**src/rtl/serial_alu_pkg.sv**
```systemverilog
// Shared types and helpers for the bit-serial add/sub datapath.
package serial_alu_pkg;

    typedef enum logic [1:0] {
        IDLE = 2'd0,
        RUN  = 2'd1,
        DONE = 2'd2
    } state_t;

    // Bit counter width; a 1-bit operand still needs a 1-bit counter.
    function automatic int cnt_width(input int w);
        return (w > 1) ? $clog2(w) : 1;
    endfunction

endpackage

```
**src/rtl/fa_cell.sv**
```systemverilog
// Combinational one-bit full adder used as the serial arithmetic cell.
module fa_cell (
    input  logic a,
    input  logic b,
    input  logic cin,
    output logic sum,
    output logic cout
);

    assign sum  = a ^ b ^ cin;
    assign cout = (a & b) | (cin & (a ^ b));

endmodule

```
**src/rtl/serial_add_sub.sv**
```systemverilog
// LSB-first bit-serial adder with start/busy/done handshake.
// Define SERIAL_SUB_EN to add the sub port and two's-complement subtraction.
module serial_add_sub
    import serial_alu_pkg::*;
#(
    parameter int WIDTH = 8
) (
    input  logic             clk,
    input  logic             rst_n,
    input  logic             start,
    input  logic [WIDTH-1:0] op_a,
    input  logic [WIDTH-1:0] op_b,
`ifdef SERIAL_SUB_EN
    input  logic             sub,
`endif
    output logic             busy,
    output logic             done,
    output logic [WIDTH-1:0] result,
    output logic             carry_out,
    output logic             overflow
);

    localparam int CW = cnt_width(WIDTH);
    localparam logic [CW-1:0] LAST = CW'(WIDTH - 1);

    state_t           state_reg;
    logic [CW-1:0]    count_reg;
    logic [WIDTH-1:0] a_sr_reg;
    logic [WIDTH-1:0] b_sr_reg;
    logic [WIDTH-1:0] work_reg;
    logic [WIDTH-1:0] work_next;
    logic             carry_reg;
    logic [WIDTH-1:0] result_reg;
    logic             carry_out_reg;
    logic             overflow_reg;
    logic             done_reg;
    logic             sub_in;
    logic             s_bit;
    logic             c_bit;

`ifdef SERIAL_SUB_EN
    assign sub_in = sub;
`else
    assign sub_in = 1'b0;
`endif

    fa_cell u_fa (
        .a    (a_sr_reg[0]),
        .b    (b_sr_reg[0]),
        .cin  (carry_reg),
        .sum  (s_bit),
        .cout (c_bit)
    );

    // New sum bit enters at the MSB so the LSB lands at bit 0 after WIDTH shifts.
    generate
        if (WIDTH == 1) begin : g_work_w1
            assign work_next = s_bit;
        end else begin : g_work_wn
            assign work_next = {s_bit, work_reg[WIDTH-1:1]};
        end
    endgenerate

    always_ff @(posedge clk or negedge rst_n) begin
        if (!rst_n) begin
            state_reg     <= IDLE;
            count_reg     <= '0;
            a_sr_reg      <= '0;
            b_sr_reg      <= '0;
            work_reg      <= '0;
            carry_reg     <= 1'b0;
            result_reg    <= '0;
            carry_out_reg <= 1'b0;
            overflow_reg  <= 1'b0;
            done_reg      <= 1'b0;
        end else begin
            done_reg <= 1'b0;
            case (state_reg)
                IDLE, DONE: begin
                    if (start) begin
                        state_reg <= RUN;
                        a_sr_reg  <= op_a;
                        b_sr_reg  <= op_b ^ {WIDTH{sub_in}};
                        carry_reg <= sub_in;
                        count_reg <= '0;
                    end else begin
                        state_reg <= IDLE;
                    end
                end
                RUN: begin
                    a_sr_reg  <= a_sr_reg >> 1;
                    b_sr_reg  <= b_sr_reg >> 1;
                    work_reg  <= work_next;
                    carry_reg <= c_bit;
                    if (count_reg == LAST) begin
                        // carry_reg here is exactly the carry into the MSB cell.
                        state_reg     <= DONE;
                        result_reg    <= work_next;
                        carry_out_reg <= c_bit;
                        overflow_reg  <= carry_reg ^ c_bit;
                        done_reg      <= 1'b1;
                    end else begin
                        count_reg <= count_reg + CW'(1);
                    end
                end
                default: state_reg <= IDLE;
            endcase
        end
    end

    assign busy      = (state_reg == RUN);
    assign done      = done_reg;
    assign result    = result_reg;
    assign carry_out = carry_out_reg;
    assign overflow  = overflow_reg;

endmodule

```
**config.mk**
```make
export PLATFORM = sky130hd
export DESIGN_NAME = serial_add_sub
export DESIGN_NICKNAME = d
export VERILOG_FILES = /design/src/rtl/serial_alu_pkg.sv /design/src/rtl/fa_cell.sv /design/src/rtl/serial_add_sub.sv
export SDC_FILE = /design/constraint.sdc
export NUM_CORES = 1
export LEC_CHECK = 0
export CORE_MARGIN = 5
export CORE_UTILIZATION = 49
export DETAILED_ROUTE_END_ITERATION = 8
export MAX_ROUTING_LAYER = met4
export PLACE_DENSITY = 0.74
export SLEW_MARGIN = 20
export SYNTH_ARGS = -nofsm -noshare
export SYNTH_HDL_FRONTEND = slang
export SYNTH_SLANG_ARGS = --single-unit
export TNS_END_PERCENT = 20
```
**constraint.sdc**
```tcl
create_clock -name clk -period 2.25 [get_ports clk]
set_clock_uncertainty 0.1 [all_clocks]
set_input_delay 0.45 -clock clk [delete_from_list [all_inputs] [get_ports clk]]
set_output_delay 0.45 -clock clk [all_outputs]
set_load 0.03 [all_outputs]
```
==> results of run 1 <==
-- layout by cell type, fill, tap and decap left out --
master                            netlist  layout
sky130_fd_sc_hd__mux2_4                 2       2
sky130_fd_sc_hd__o21ai_0                6       6
sky130_fd_sc_hd__a22oi_1                1       1
sky130_fd_sc_hd__ha_1                   2       2
sky130_fd_sc_hd__nor2_2                 1       1
sky130_fd_sc_hd__o211ai_1               2       2
sky130_fd_sc_hd__buf_4                  2       5
sky130_fd_sc_hd__nand2b_1               4       4
sky130_fd_sc_hd__xor2_1                 2       2
sky130_fd_sc_hd__clkbuf_8               0       5
sky130_fd_sc_hd__o22ai_1                2       2
sky130_fd_sc_hd__clkbuf_1               1       1
sky130_fd_sc_hd__nand2_1               29      29
sky130_fd_sc_hd__clkinv_2               0       1
sky130_fd_sc_hd__nand3b_4               1       1
sky130_fd_sc_hd__clkdlybuf4s50_1        0      28
sky130_fd_sc_hd__dfrtp_1               40      40
sky130_fd_sc_hd__a21oi_1               11      11
sky130_fd_sc_hd__nor3_1                 2       2
sky130_fd_sc_hd__inv_1                  5       5
sky130_fd_sc_hd__nor2b_1               12      12
sky130_fd_sc_hd__nor3b_1                1       1
sky130_fd_sc_hd__nand3_1                6       6
sky130_fd_sc_hd__fa_1                   1       1
sky130_fd_sc_hd__inv_2                  1       1
sky130_fd_sc_hd__mux2i_1               13      13
sky130_fd_sc_hd__buf_2                  6       1
sky130_fd_sc_hd__o31ai_1                1       1
sky130_fd_sc_hd__a21o_1                 1       1
sky130_fd_sc_hd__a211oi_1              11      11
sky130_fd_sc_hd__bufinv_16              0       1
sky130_fd_sc_hd__nor2_1                 3       3
sky130_fd_sc_hd__mux2_2                 5       5
-- final cells by class --
cell class / instances / area [um^2] / area share
tap: 48 / 60.06 / 0.02606
clock buffer: 6 / 72.57 / 0.03149
timing repair buffer: 34 / 322.8 / 0.1401
clock inverter: 2 / 35.03 / 0.01520
sequential: 40 / 1001 / 0.4343
multi-input combinational: 119 / 790.8 / 0.3431
inverter: 6 / 22.52 / 0.009772
-- through the flow --
| stage | total power [uW] | instances |
|---|---|---|
| CTS | 3159 | 255 |
| detailed placement | 2585 | 247 |
| global route | 3363 | 255 |
| finish | 3114 | 255 |
| global placement | 2507 | 247 |
| floorplan | 2187 | 176 |
-- logic make-up (layout without fill, tap and decap cells) --
logic type / after synthesis / count (layout)
AOI/OAI and AO/OA: 35 / 35
adders and majority gates: 3 / 3
DFF: 40 / 40
muxes: 20 / 20
xor gates and xnor gates: 2 / 2
buffers and inverters: 17 / 48
and+or+nand+nor: 59 / 59
-- worst reg2reg max path, stage by stage, from the launching register on --
cell and delay [ns]:
sky130_fd_sc_hd__dfrtp_1 0.41, sky130_fd_sc_hd__ha_1 0.21, sky130_fd_sc_hd__ha_1 0.23, sky130_fd_sc_hd__nand3b_4 0.21
sky130_fd_sc_hd__mux2_2 0.36
-- path summary, 6_finish.rpt --
| check | start | endpoint | slack, ns | depth (start not counted) |
|---|---|---|---|---|
| worst max-delay path | state_reg[1]$_DFFE_PN0P_ | busy | 0.27 | 3 |
| worst min-delay path | rst_n | result[7]$_DFFE_PN0P_ | 0.10 | 2 |
| worst max register to register | count_reg[0]$_DFFE_PN0P_ | result[3]$_DFFE_PN0P_ | 0.63 | 4 |
| worst min register to register | work_reg[1]$_DFFE_PN0N_ | work_reg[1]$_DFFE_PN0N_ | 0.38 | 2 |
| max in group asynchronous | rst_n | a_sr_reg[3]$_DFFE_PN0P_ | 1.60 | 2 |
| min in group clk | work_reg[1]$_DFFE_PN0N_ | work_reg[1]$_DFFE_PN0N_ | 0.38 | 2 |
-- per-layer routing --
layer  up-vias  wire (um)  track usage
met5         -          0            -
met4         0         41      0.04593
met3         6        168      0.05263
met2        31       1659       0.2408
met1       646       1563       0.1964
li1        663          -            -
-- power breakdown --
group / internal [uW] / leakage [uW] / switching [uW]
logic: 590 / 0.000488 / 713
registers: 1040 / 0.000493 / 199
clock network: 329 / 0.0000552 / 239
total: 1960 / 0.00104 / 1150
==> load_flow_metrics.sql, run 1 <==
INSERT INTO impl_metrics (metric_group, metric, value, unit) VALUES
('outcome', 'run_status', 'finished, final reports clean', ''),
('synthesis', 'synth_top_family_by_area', 'simple AND/OR/NAND/NOR gates', ''),
('cells_and_area', 'finalInstanceArea', '2305', 'um^2'),
('cells_and_area', 'final_util', '0.6248', ''),
('timing', 'worst_setup_slack_after_layout', '0.2687', 'ns'),
('route', 'drt-wirelength-per-cell', '13.46', 'um'),
('cells_and_area', 'layout-area-overhead-vs-synth', '22.23', '%'),
('timing', 'setup_viol_count_final', '0', ''),
('cts', 'cts_hold_repair.buffers', '0', ''),
('die', 'initial_core_util', '0.5112', ''),
('synthesis', 'ys_dominant_reg_cell', 'sky130_fd_sc_hd__dfrtp_1', ''),
('timing', 'grt_setup_unrepaired', 'false', ''),
('timing', 'totalNegativeSetupSlack', '0', 'ns'),
('route', 'drt_first_pass_iters', '4', ''),
('synthesis', 'netlist.area_leader.share', '0.5309', ''),
('worst_setup_path', 'buffers_and_inverters_on_the_worst_path', '2', ''),
('place', 'rd_place_congestion', '0.7820', ''),
('run', 'max_capacitance_violation_total', '0', ''),
('pwr', 'ir_worst_vdd', '0.0005056', 'V'),
('synthesis', 'yosys.area.top_type', 'sky130_fd_sc_hd__dfrtp_1', ''),
('cts', 'cts-resized-gates', '0', ''),
('cells_and_area', 'final_layout_size_suffix_gt1_frac', '0.1111', ''),
('cts', 'clk_pin_slew', '0.08', 'ns'),
('grt', 'first_pass_grt_wire_length', '6.168', 'mm'),
('synthesis', 'synth_sequential_area_ratio', '0.5309', ''),
('grt', 'gr-usage-all-layers', '0.1563', ''),
('die', 'die_w', '72.03', 'um'),
('place', 'dp.final_hpwl', '2.428', 'mm'),
('timing', 'timing.final.hold_violations', '0', ''),
('cts', 'cts_buffers', '5', ''),
('die', 'floorplan.rows', '22', ''),
('worst_setup_path', 'critPathMaxStageDelay', '0.37', 'ns'),
('worst_setup_path', 'cp_top_family', 'buffers and inverters', ''),
('timing', 'hold-worst-slack', '0.1012', 'ns'),
('worst_hold_path', 'min-delay-path-class', 'in2async', ''),
('synthesis', 'post_syn_area', '1886', 'um^2'),
('place', 'placed_area', '2197', 'um^2'),
('synthesis', 'synth-xor-area-share', '0.009290', ''),
('synthesis', 'synth_compound_gate_area_share', '0.1155', ''),
('die', 'die_area', '5188', 'um^2'),
('cts', 'post_cts_repair_timing_setup_buffer_count', '0', ''),
('place', 'pre_cts_ws', '0.3649', 'ns'),
('route', 'drc_errors', '0', ''),
('worst_setup_path', 'worst_setup_path_end_kind', 'primary output', ''),
('synthesis', 'synthAdderAreaFrac', '0.02389', ''),
('synthesis', 'synthMuxAreaShare', '0.1148', ''),
('synthesis', 'synth_cell_types', '30', ''),
('route', 'drt_iter0_markers', '59', ''),
('synthesis', 'ys_top_cells_by_area', 'sky130_fd_sc_hd__dfrtp_1 (53%), sky130_fd_sc_hd__mux2i_1 (6.9%), sky130_fd_sc_hd__nand2_1 (5.8%)', ''),
('synthesis', 'post_synthesis_sequential_element_count', '40', ''),
('synthesis', 'syn_area_per_cell', '10.71', 'um^2'),
('route', 'total_wirelength_of_the_detailed_routed_design', '3.432', 'mm'),
('grt', 'via_count_of_the_first_global_routing_pass', '1380', ''),
('worst_setup_path', 'worstPathMaxFanout', '12', ''),
('worst_setup_path', 'worst-endpoint-required', '1.70', 'ns'),
('worst_setup_path', 'timing.critical_path.slowest_stage_cell', 'sky130_fd_sc_hd__dfrtp_1', ''),
('worst_setup_path', 'timing.critical_path.from_type', 'flop', ''),
('cts', 'cts_max_level', '2', ''),
('timing', 'max_slew.worst_pin.slew', '0.4982', 'ns'),
('synthesis', 'yosys.cell_count.top_type', 'sky130_fd_sc_hd__dfrtp_1', ''),
('pwr', 'power_density', '1351', 'nW/um^2'),
('cells_and_area', 'n_antenna_cell', '0', ''),
('timing', 'max_freq', '504.7', 'MHz'),
('worst_setup_path', 'cp.arrival', '1.43', 'ns'),
('route', 'ant_nets', '0', ''),
('cts', 'insertion_delay', '0.29', 'ns'),
('die', 'core_area', '3689', 'um^2'),
('cts', 'cts_buffer_depth', '2', ''),
('pwr', 'static-leakage-power', '0.001036', 'uW'),
('die', 'floorplan.io_pins', '31', ''),
('synthesis', 'synth.top_cells.by_count', 'sky130_fd_sc_hd__dfrtp_1 (40), sky130_fd_sc_hd__nand2_1 (29), sky130_fd_sc_hd__mux2i_1 (13)', '');
No activity file was read; power rests on OpenSTA's default activity.
==> inputs of run 2 (changes only) <==
--- a/config.mk
+++ b/config.mk
@@ -5,8 +5,10 @@
 export SDC_FILE = /design/constraint.sdc
 export NUM_CORES = 1
 export LEC_CHECK = 0
+export CAP_MARGIN = 40
 export CORE_MARGIN = 5
 export CORE_UTILIZATION = 49
+export CTS_BUF_LIST = sky130_fd_sc_hd__clkbuf_4 sky130_fd_sc_hd__clkbuf_8
 export DETAILED_ROUTE_END_ITERATION = 8
 export MAX_ROUTING_LAYER = met4
 export PLACE_DENSITY = 0.74
==> run 2 against run 1 <==
Worst setup slack gained 0.0020 ns. Global-route usage is essentially flat. Hold slack is essentially flat. Flip-flop and latch count is the same. Final area grew 0.16%. Non-clock buffer count is the same. Via count grew 0.82%. Register-to-register slack lost 0.02 ns. Cell count is the same. Sequential power is essentially flat.
==> load_flow_metrics.sql, run 2 (synthesized netlist as in run 1, its figures left out) <==
INSERT INTO impl_metrics (metric_group, metric, value, unit) VALUES
('die', 'initial_core_util', '0.5112', ''),
('timing', 'max_freq', '505.2', 'MHz'),
('cts', 'cts_buffer_depth', '2', ''),
('die', 'floorplan.rows', '22', ''),
('cts', 'cts_hold_repair.buffers', '0', ''),
('pwr', 'comb_power_share', '0.417', ''),
('worst_setup_path', 'buffers_and_inverters_on_the_worst_path', '2', ''),
('die', 'core_area', '3689', 'um^2'),
('route', 'total_wirelength_of_the_detailed_routed_design', '3.457', 'mm'),
('pwr', 'static-leakage-power', '0.001040', 'uW'),
('cells_and_area', 'finish.net_count', '228', ''),
('place', 'rd_place_congestion', '0.7820', ''),
('cells_and_area', 'finalInstanceArea', '2308', 'um^2'),
('outcome', 'run_status', 'finished, final reports clean', ''),
('die', 'die-height', '72.03', 'um'),
('timing', 'totalNegativeSetupSlack', '0', 'ns'),
('pwr', 'ir_worst_vdd', '0.0004975', 'V'),
('place', 'placed_area', '2197', 'um^2'),
('timing', 'grt_setup_unrepaired', 'false', ''),
('worst_setup_path', 'critPathMaxStageDelay', '0.37', 'ns'),
('run', 'max_capacitance_violation_total', '0', ''),
('worst_setup_path', 'cp_cell_sequence', 'nand2b_1 -> inv_2 -> buf_4', ''),
('route', 'drc_errors', '0', ''),
('worst_setup_path', 'worstPathMaxFanout', '12', ''),
('pwr', 'power_density', '1355', 'nW/um^2'),
('grt', 'globalRoute.totalOverflow', '0', ''),
('route', 'ant_nets', '0', ''),
('grt', 'initial_antenna_violation_count', '0', ''),
('pwr', 'netSwitchingPower', '1152', 'uW'),
('pwr', 'power.switching_fraction', '0.3685', ''),
('worst_setup_path', 'timing.critical_path.slowest_stage_cell', 'sky130_fd_sc_hd__dfrtp_1', ''),
('timing', 'timing.final.hold_violations', '0', ''),
('worst_setup_path', 'timing.critical_path.depth', '3', ''),
('cts', 'post_cts_repair_timing_setup_buffer_count', '0', ''),
('worst_setup_path', 'worst-endpoint-required', '1.70', 'ns'),
('timing', 'final.period_utilization', '0.8797', ''),
('cells_and_area', 'final_layout_size_suffix_gt1_frac', '0.1159', ''),
('timing', 'final_max_slew_viol_count', '0', ''),
('cells_and_area', 'final_common_cell', 'sky130_fd_sc_hd__dfrtp_1', ''),
('die', 'die_w', '72.03', 'um'),
('timing', 'finalWorstPathRequiredPeriod', '1.979', 'ns'),
('cells_and_area', 'most-common-layout-cells', 'sky130_fd_sc_hd__dfrtp_1 (40), sky130_fd_sc_hd__nand2_1 (29), sky130_fd_sc_hd__clkdlybuf4s50_1 (28)', ''),
('route', 'drt-wirelength-per-cell', '13.56', 'um'),
('pwr', 'fraction_of_power_consumed_by_the_clock_network', '0.185', ''),
('route', 'vias', '1357', ''),
('grt', 'via_count_of_the_first_global_routing_pass', '1368', ''),
('cts', 'ctsRootBufferMaster', 'sky130_fd_sc_hd__clkbuf_8', ''),
('grt', 'first_pass_grt_wire_length', '6.154', 'mm'),
('cts', 'clk_pin_slew', '0.08', 'ns'),
('worst_setup_path', 'worstSetupPathType', 'reg2out', ''),
('worst_setup_path', 'cp_top_family', 'buffers and inverters', ''),
('cells_and_area', 'n_fill_cell', '313', ''),
('pwr', 'power.sequential.fraction', '0.398', ''),
('cts', 'cts_max_level', '2', ''),
('worst_setup_path', 'worst_setup_path_end_kind', 'primary output', ''),
('route', 'drt_iter0_markers', '57', ''),
('grt', 'grt_max_degree', '41', ''),
('route', 'drt_first_pass_iters', '4', ''),
('cells_and_area', 'n_antenna_cell', '0', ''),
('worst_setup_path', 'ff2ff_path_depth', '4', ''),
('cts', 'tritoncts_num_sinks', '40', ''),
('cts', 'clock_tree_from_tritoncts', 'done', ''),
('cells_and_area', 'multi_input_area', '790.8', 'um^2'),
('cts', 'cts-resized-gates', '0', ''),
('timing', 'relSlewSlack', '0.6663', ''),
('die', 'floorplan.io_pins', '31', ''),
('route', 'avgViaCountPerCell', '5.322', ''),
('cells_and_area', 'layout.area.seq', '1001', 'um^2'),
('worst_hold_path', 'min-delay-path-class', 'in2async', ''),
('cells_and_area', 'layout-area-overhead-vs-synth', '22.43', '%'),
('place', 'dp.final_hpwl', '2.428', 'mm'),
('timing', 'setup_viol_count_final', '0', ''),
('cts', 'cts_buffers', '5', ''),
('pwr', 'total_power_consumption', '3128', 'uW'),
('timing', 'hold-worst-slack', '0.1015', 'ns'),
('worst_setup_path', 'timing.critical_path.from_type', 'flop', ''),
('place', 'io_buffers', '30', ''),
('cts', 'insertion_delay', '0.29', 'ns'),
('pwr', 'power_report.internal_total', '1975', 'uW'),
('worst_setup_path', 'cp.arrival', '1.43', 'ns'),
('timing', 'max_slew.worst_pin.slew', '0.5005', 'ns'),
('grt', 'gr-usage-all-layers', '0.1562', ''),
('die', 'die_area', '5188', 'um^2');
## run 2: cell count changes in the layout (fill, tap and decap cells not counted)
cell / change
sky130_fd_sc_hd__clkbuf_1: -1
sky130_fd_sc_hd__clkbuf_4: +1
## run 2: layout make-up
cell class | count | share of cell area
timing repair buffer | 34 | 0.1398
multi-input combinational | 119 | 0.3425
sequential | 40 | 0.4336
tap | 48 | 0.02602
clock inverter | 2 | 0.01518
inverter | 6 | 0.009756
clock buffer | 6 | 0.03306
## run 2: layer usage
layer  up-vias  part of all wire  global-route usage  routed length (um)
li1        661                 -                   -                   -
met1       655              0.44              0.1952                1531
met2        35              0.49              0.2418                1692
met3         6             0.055             0.05263                 191
met4         0             0.012             0.04593                  41
met5         -                 0                   -                   0
## run 2: path summary, 6_finish.rpt
kind / end / slack (ns) / from
min: result[7]$_DFFE_PN0P_ / 0.10 / rst_n
max reg2reg: result[3]$_DFFE_PN0P_ / 0.61 / count_reg[0]$_DFFE_PN0P_
min reg2reg: work_reg[1]$_DFFE_PN0N_ / 0.38 / work_reg[1]$_DFFE_PN0N_
max in group asynchronous: a_sr_reg[3]$_DFFE_PN0P_ / 1.60 / rst_n
max: busy / 0.27 / state_reg[1]$_DFFE_PN0P_
min in group clk: work_reg[1]$_DFFE_PN0N_ / 0.38 / work_reg[1]$_DFFE_PN0N_
## run 2: stage by stage
stage	cells	setup WS, ns	util
finish	255	0.2707	0.6258
global route	255	0.1570	0.6258
CTS	255	0.2384	0.6258
detailed placement	247	0.3649	0.5957
global placement	247	0.4698	0.5957
floorplan	176	0.6939	-
## run 2: power groups by stage
| stage | registers [uW] | clock network, uW | logic [uW] |
|---|---|---|---|
| after floorplan | 1380 | 0 | 805 |
| after global placement | 1240 | 0 | 1270 |
| after detailed placement | 1260 | 0 | 1320 |
| after CTS | 1250 | 596 | 1330 |
| after global routing | 1290 | 623 | 1460 |
| final | 1240 | 580 | 1300 |
==> inputs of run 3 (changes only) <==
--- a/config.mk
+++ b/config.mk
@@ -7,11 +7,10 @@
 export LEC_CHECK = 0
 export CAP_MARGIN = 40
 export CORE_MARGIN = 5
-export CORE_UTILIZATION = 49
+export CORE_UTILIZATION = 55
 export CTS_BUF_LIST = sky130_fd_sc_hd__clkbuf_4 sky130_fd_sc_hd__clkbuf_8
 export DETAILED_ROUTE_END_ITERATION = 8
-export MAX_ROUTING_LAYER = met4
-export PLACE_DENSITY = 0.74
+export PLACE_DENSITY = 0.82
 export SLEW_MARGIN = 20
 export SYNTH_ARGS = -nofsm -noshare
 export SYNTH_HDL_FRONTEND = slang
==> run 3 against run 2 <==
Cell count is 0.39% lower. Sequential power hardly changed. Power is 5.9% lower. Clock power is 38% lower. Flip-flop and latch count stayed put. Sequential share of layout area is 0.67 points higher. Hold slack better by 0.29 ns. Critical path type unchanged. Highest routed layer unchanged. Largest power group unchanged. Non-clock buffer count is 1 higher. Clock-buffer cell count is 1 lower. Via count is 1.6% higher.
==> load_flow_metrics.sql, run 3 (synthesized netlist as in run 1, its figures left out) <==
INSERT INTO impl_metrics (metric_group, metric, value, unit) VALUES
('cells_and_area', 'finish.net_count', '229', ''),
('cts', 'ctsRootBufferMaster', 'sky130_fd_sc_hd__clkbuf_4', ''),
('outcome', 'run_status', 'finished, final reports clean', ''),
('worst_setup_path', 'worst-endpoint-required', '1.70', 'ns'),
('timing', 'max_slew.worst_pin.slew', '0.4323', 'ns'),
('die', 'die_area', '4699', 'um^2'),
('worst_setup_path', 'rrSetupSlack', '0.64', 'ns'),
('worst_setup_path', 'timing.critical_path.from_type', 'flop', ''),
('timing', 'relSlewSlack', '0.7118', ''),
('cells_and_area', 'post_route_insts_no_fill', '254', ''),
('worst_setup_path', 'worstPathMaxFanout', '12', ''),
('cells_and_area', 'layout-area-overhead-vs-synth', '20.57', '%'),
('grt', 'initial_antenna_violation_count', '0', ''),
('worst_hold_path', 'min-delay-path-class', 'reg2reg', ''),
('place', 'rd_place_congestion', '0.7588', ''),
('timing', 'final_max_slew_viol_count', '0', ''),
('worst_setup_path', 'worstSetupPathType', 'reg2out', ''),
('cts', 'clock_tree_from_tritoncts', 'done', ''),
('die', 'die-height', '68.55', 'um'),
('pwr', 'static-leakage-power', '0.001025', 'uW'),
('worst_hold_path', 'min_path_cells', '2', ''),
('timing', 'totalNegativeSetupSlack', '0', 'ns'),
('cts', 'cts_buffer_depth', '2', ''),
('pwr', 'fraction_of_power_consumed_by_the_clock_network', '0.122', ''),
('timing', 'max_freq', '480.0', 'MHz'),
('cts', 'post_cts_repair_timing_setup_buffer_count', '0', ''),
('die', 'floorplan.io_pins', '31', ''),
('worst_setup_path', 'worst_setup_path_end_kind', 'primary output', ''),
('timing', 'hold-worst-slack', '0.3946', 'ns'),
('pwr', 'comb_power_share', '0.450', ''),
('route', 'drc_errors', '0', ''),
('grt', 'via_count_of_the_first_global_routing_pass', '1423', ''),
('grt', 'grt_max_degree', '41', ''),
('run', 'max_capacitance_violation_total', '0', ''),
('cts', 'insertion_delay', '0.35', 'ns'),
('timing', 'timing.final.hold_violations', '0', ''),
('grt', 'first_pass_grt_wire_length', '6.389', 'mm'),
('cts', 'clk_pin_slew', '0.12', 'ns'),
('cts', 'cts_buffers', '5', ''),
('cts', 'tritoncts_num_sinks', '40', ''),
('route', 'drt_first_pass_iters', '4', ''),
('die', 'floorplan.rows', '21', ''),
('cells_and_area', 'n_antenna_cell', '0', ''),
('die', 'initial_core_util', '0.5651', ''),
('route', 'drt_iter0_markers', '94', ''),
('pwr', 'power_density', '1294', 'nW/um^2'),
('route', 'drt-wirelength-per-cell', '14.39', 'um'),
('pwr', 'power.sequential.fraction', '0.427', ''),
('timing', 'worst_setup_slack_after_layout', '0.1665', 'ns'),
('place', 'place_inst', '245', ''),
('pwr', 'netSwitchingPower', '1187', 'uW'),
('worst_hold_path', 'hold_start', 'work_reg[1]$_DFFE_PN0N_', ''),
('place', 'pre_cts_ws', '0.3765', 'ns'),
('cells_and_area', 'most-common-layout-cells', 'sky130_fd_sc_hd__dfrtp_1 (40), sky130_fd_sc_hd__nand2_1 (29), sky130_fd_sc_hd__clkdlybuf4s50_1 (28)', ''),
('die', 'die_w', '68.55', 'um'),
('route', 'ant_nets', '0', ''),
('worst_setup_path', 'cp.arrival', '1.53', 'ns'),
('worst_setup_path', 'ff2ff_path_depth', '4', ''),
('cells_and_area', 'final_common_cell', 'sky130_fd_sc_hd__dfrtp_1', ''),
('place', 'io_buffers', '30', ''),
('grt', 'gr-usage-all-layers', '0.1854', ''),
('timing', 'final.period_utilization', '0.9260', ''),
('cts', 'cts_max_level', '2', ''),
('worst_setup_path', 'regToRegStartpoint', 'count_reg[0]$_DFFE_PN0P_', ''),
('timing', 'setup_viol_count_final', '0', ''),
('timing', 'grt_setup_unrepaired', 'false', ''),
('pwr', 'ir_worst_vdd', '0.0005505', 'V'),
('route', 'avgViaCountPerCell', '5.429', ''),
('cells_and_area', 'final_layout_size_suffix_gt1_frac', '0.1154', ''),
('worst_setup_path', 'critical_path.reg2reg.endpoint', 'result[2]$_DFFE_PN0P_', ''),
('pwr', 'power_report.internal_total', '1755', 'uW'),
('route', 'vias', '1379', ''),
('timing', 'finalWorstPathRequiredPeriod', '2.083', 'ns'),
('place', 'dp.final_hpwl', '2.557', 'mm'),
('pwr', 'power.switching_fraction', '0.4036', ''),
('route', 'total_wirelength_of_the_detailed_routed_design', '3.656', 'mm'),
('worst_hold_path', 'hold-path-endpoint', 'work_reg[1]$_DFFE_PN0N_', ''),
('grt', 'globalRoute.totalOverflow', '0', ''),
('die', 'core_area', '3337', 'um^2');
[run 3: timing repair]
item / in CTS / in global routing
resized for setup: 0 / 0
hold buffers: 1 / 0
endpoints found under the hold margin: 40 / 0
[run 3: area by class of cell]
class                   instances  area [um^2]
flip-flops and latches         40         1001
inverters                       6        22.52
repair buffers                 35        345.3
multi-input cells             119        790.8
clock buffers                   5        37.54
fillers                       274         1064
well taps                      46        57.56
clock inverters                 3        18.77
[run 3: per-layer routing]
layer	up-vias	share of wire	track usage
li1	662	-	-
met1	667	0.44	0.2304
met2	40	0.49	0.3004
met3	10	0.050	0.05835
met4	0	0.021	0.07196
met5	-	0	0
[run 3: per-stage QoR]
step | power (uW) | util | instance area [um^2]
final | 2942 | 0.6813 | 2273
after global routing | 3193 | 0.6813 | 2273
after CTS | 2964 | 0.6813 | 2273
after detailed placement | 2605 | 0.6614 | 2207
after global placement | 2504 | 0.6614 | 2207
after floorplan | 2187 | - | 1886
[run 3: power by group through the flow]
stage	logic, uW	registers (uW)	clock network (uW)
detailed placement	1330	1270	0
global route	1490	1300	405
global placement	1260	1240	0
floorplan	805	1380	0
finish	1330	1260	360
CTS	1340	1260	369
[run 3: worst max-delay path, cell delays in order (launching register included)]
cell and delay [ns]:
sky130_fd_sc_hd__dfrtp_1 0.40, sky130_fd_sc_hd__nand2b_1 0.33, sky130_fd_sc_hd__inv_2 0.26, sky130_fd_sc_hd__buf_4 0.20
[run 3: worst max-delay path by stage]
stage / from / to
after global placement: start / a_sr_reg[3]$_DFFE_PN0P_
after global routing: state_reg[1]$_DFFE_PN0P_ / busy
after CTS: state_reg[1]$_DFFE_PN0P_ / busy
after floorplan: count_reg[0]$_DFFE_PN0P_ / result[5]$_DFFE_PN0P_
final: state_reg[1]$_DFFE_PN0P_ / busy
after detailed placement: start / b_sr_reg[1]$_DFFE_PN0P_
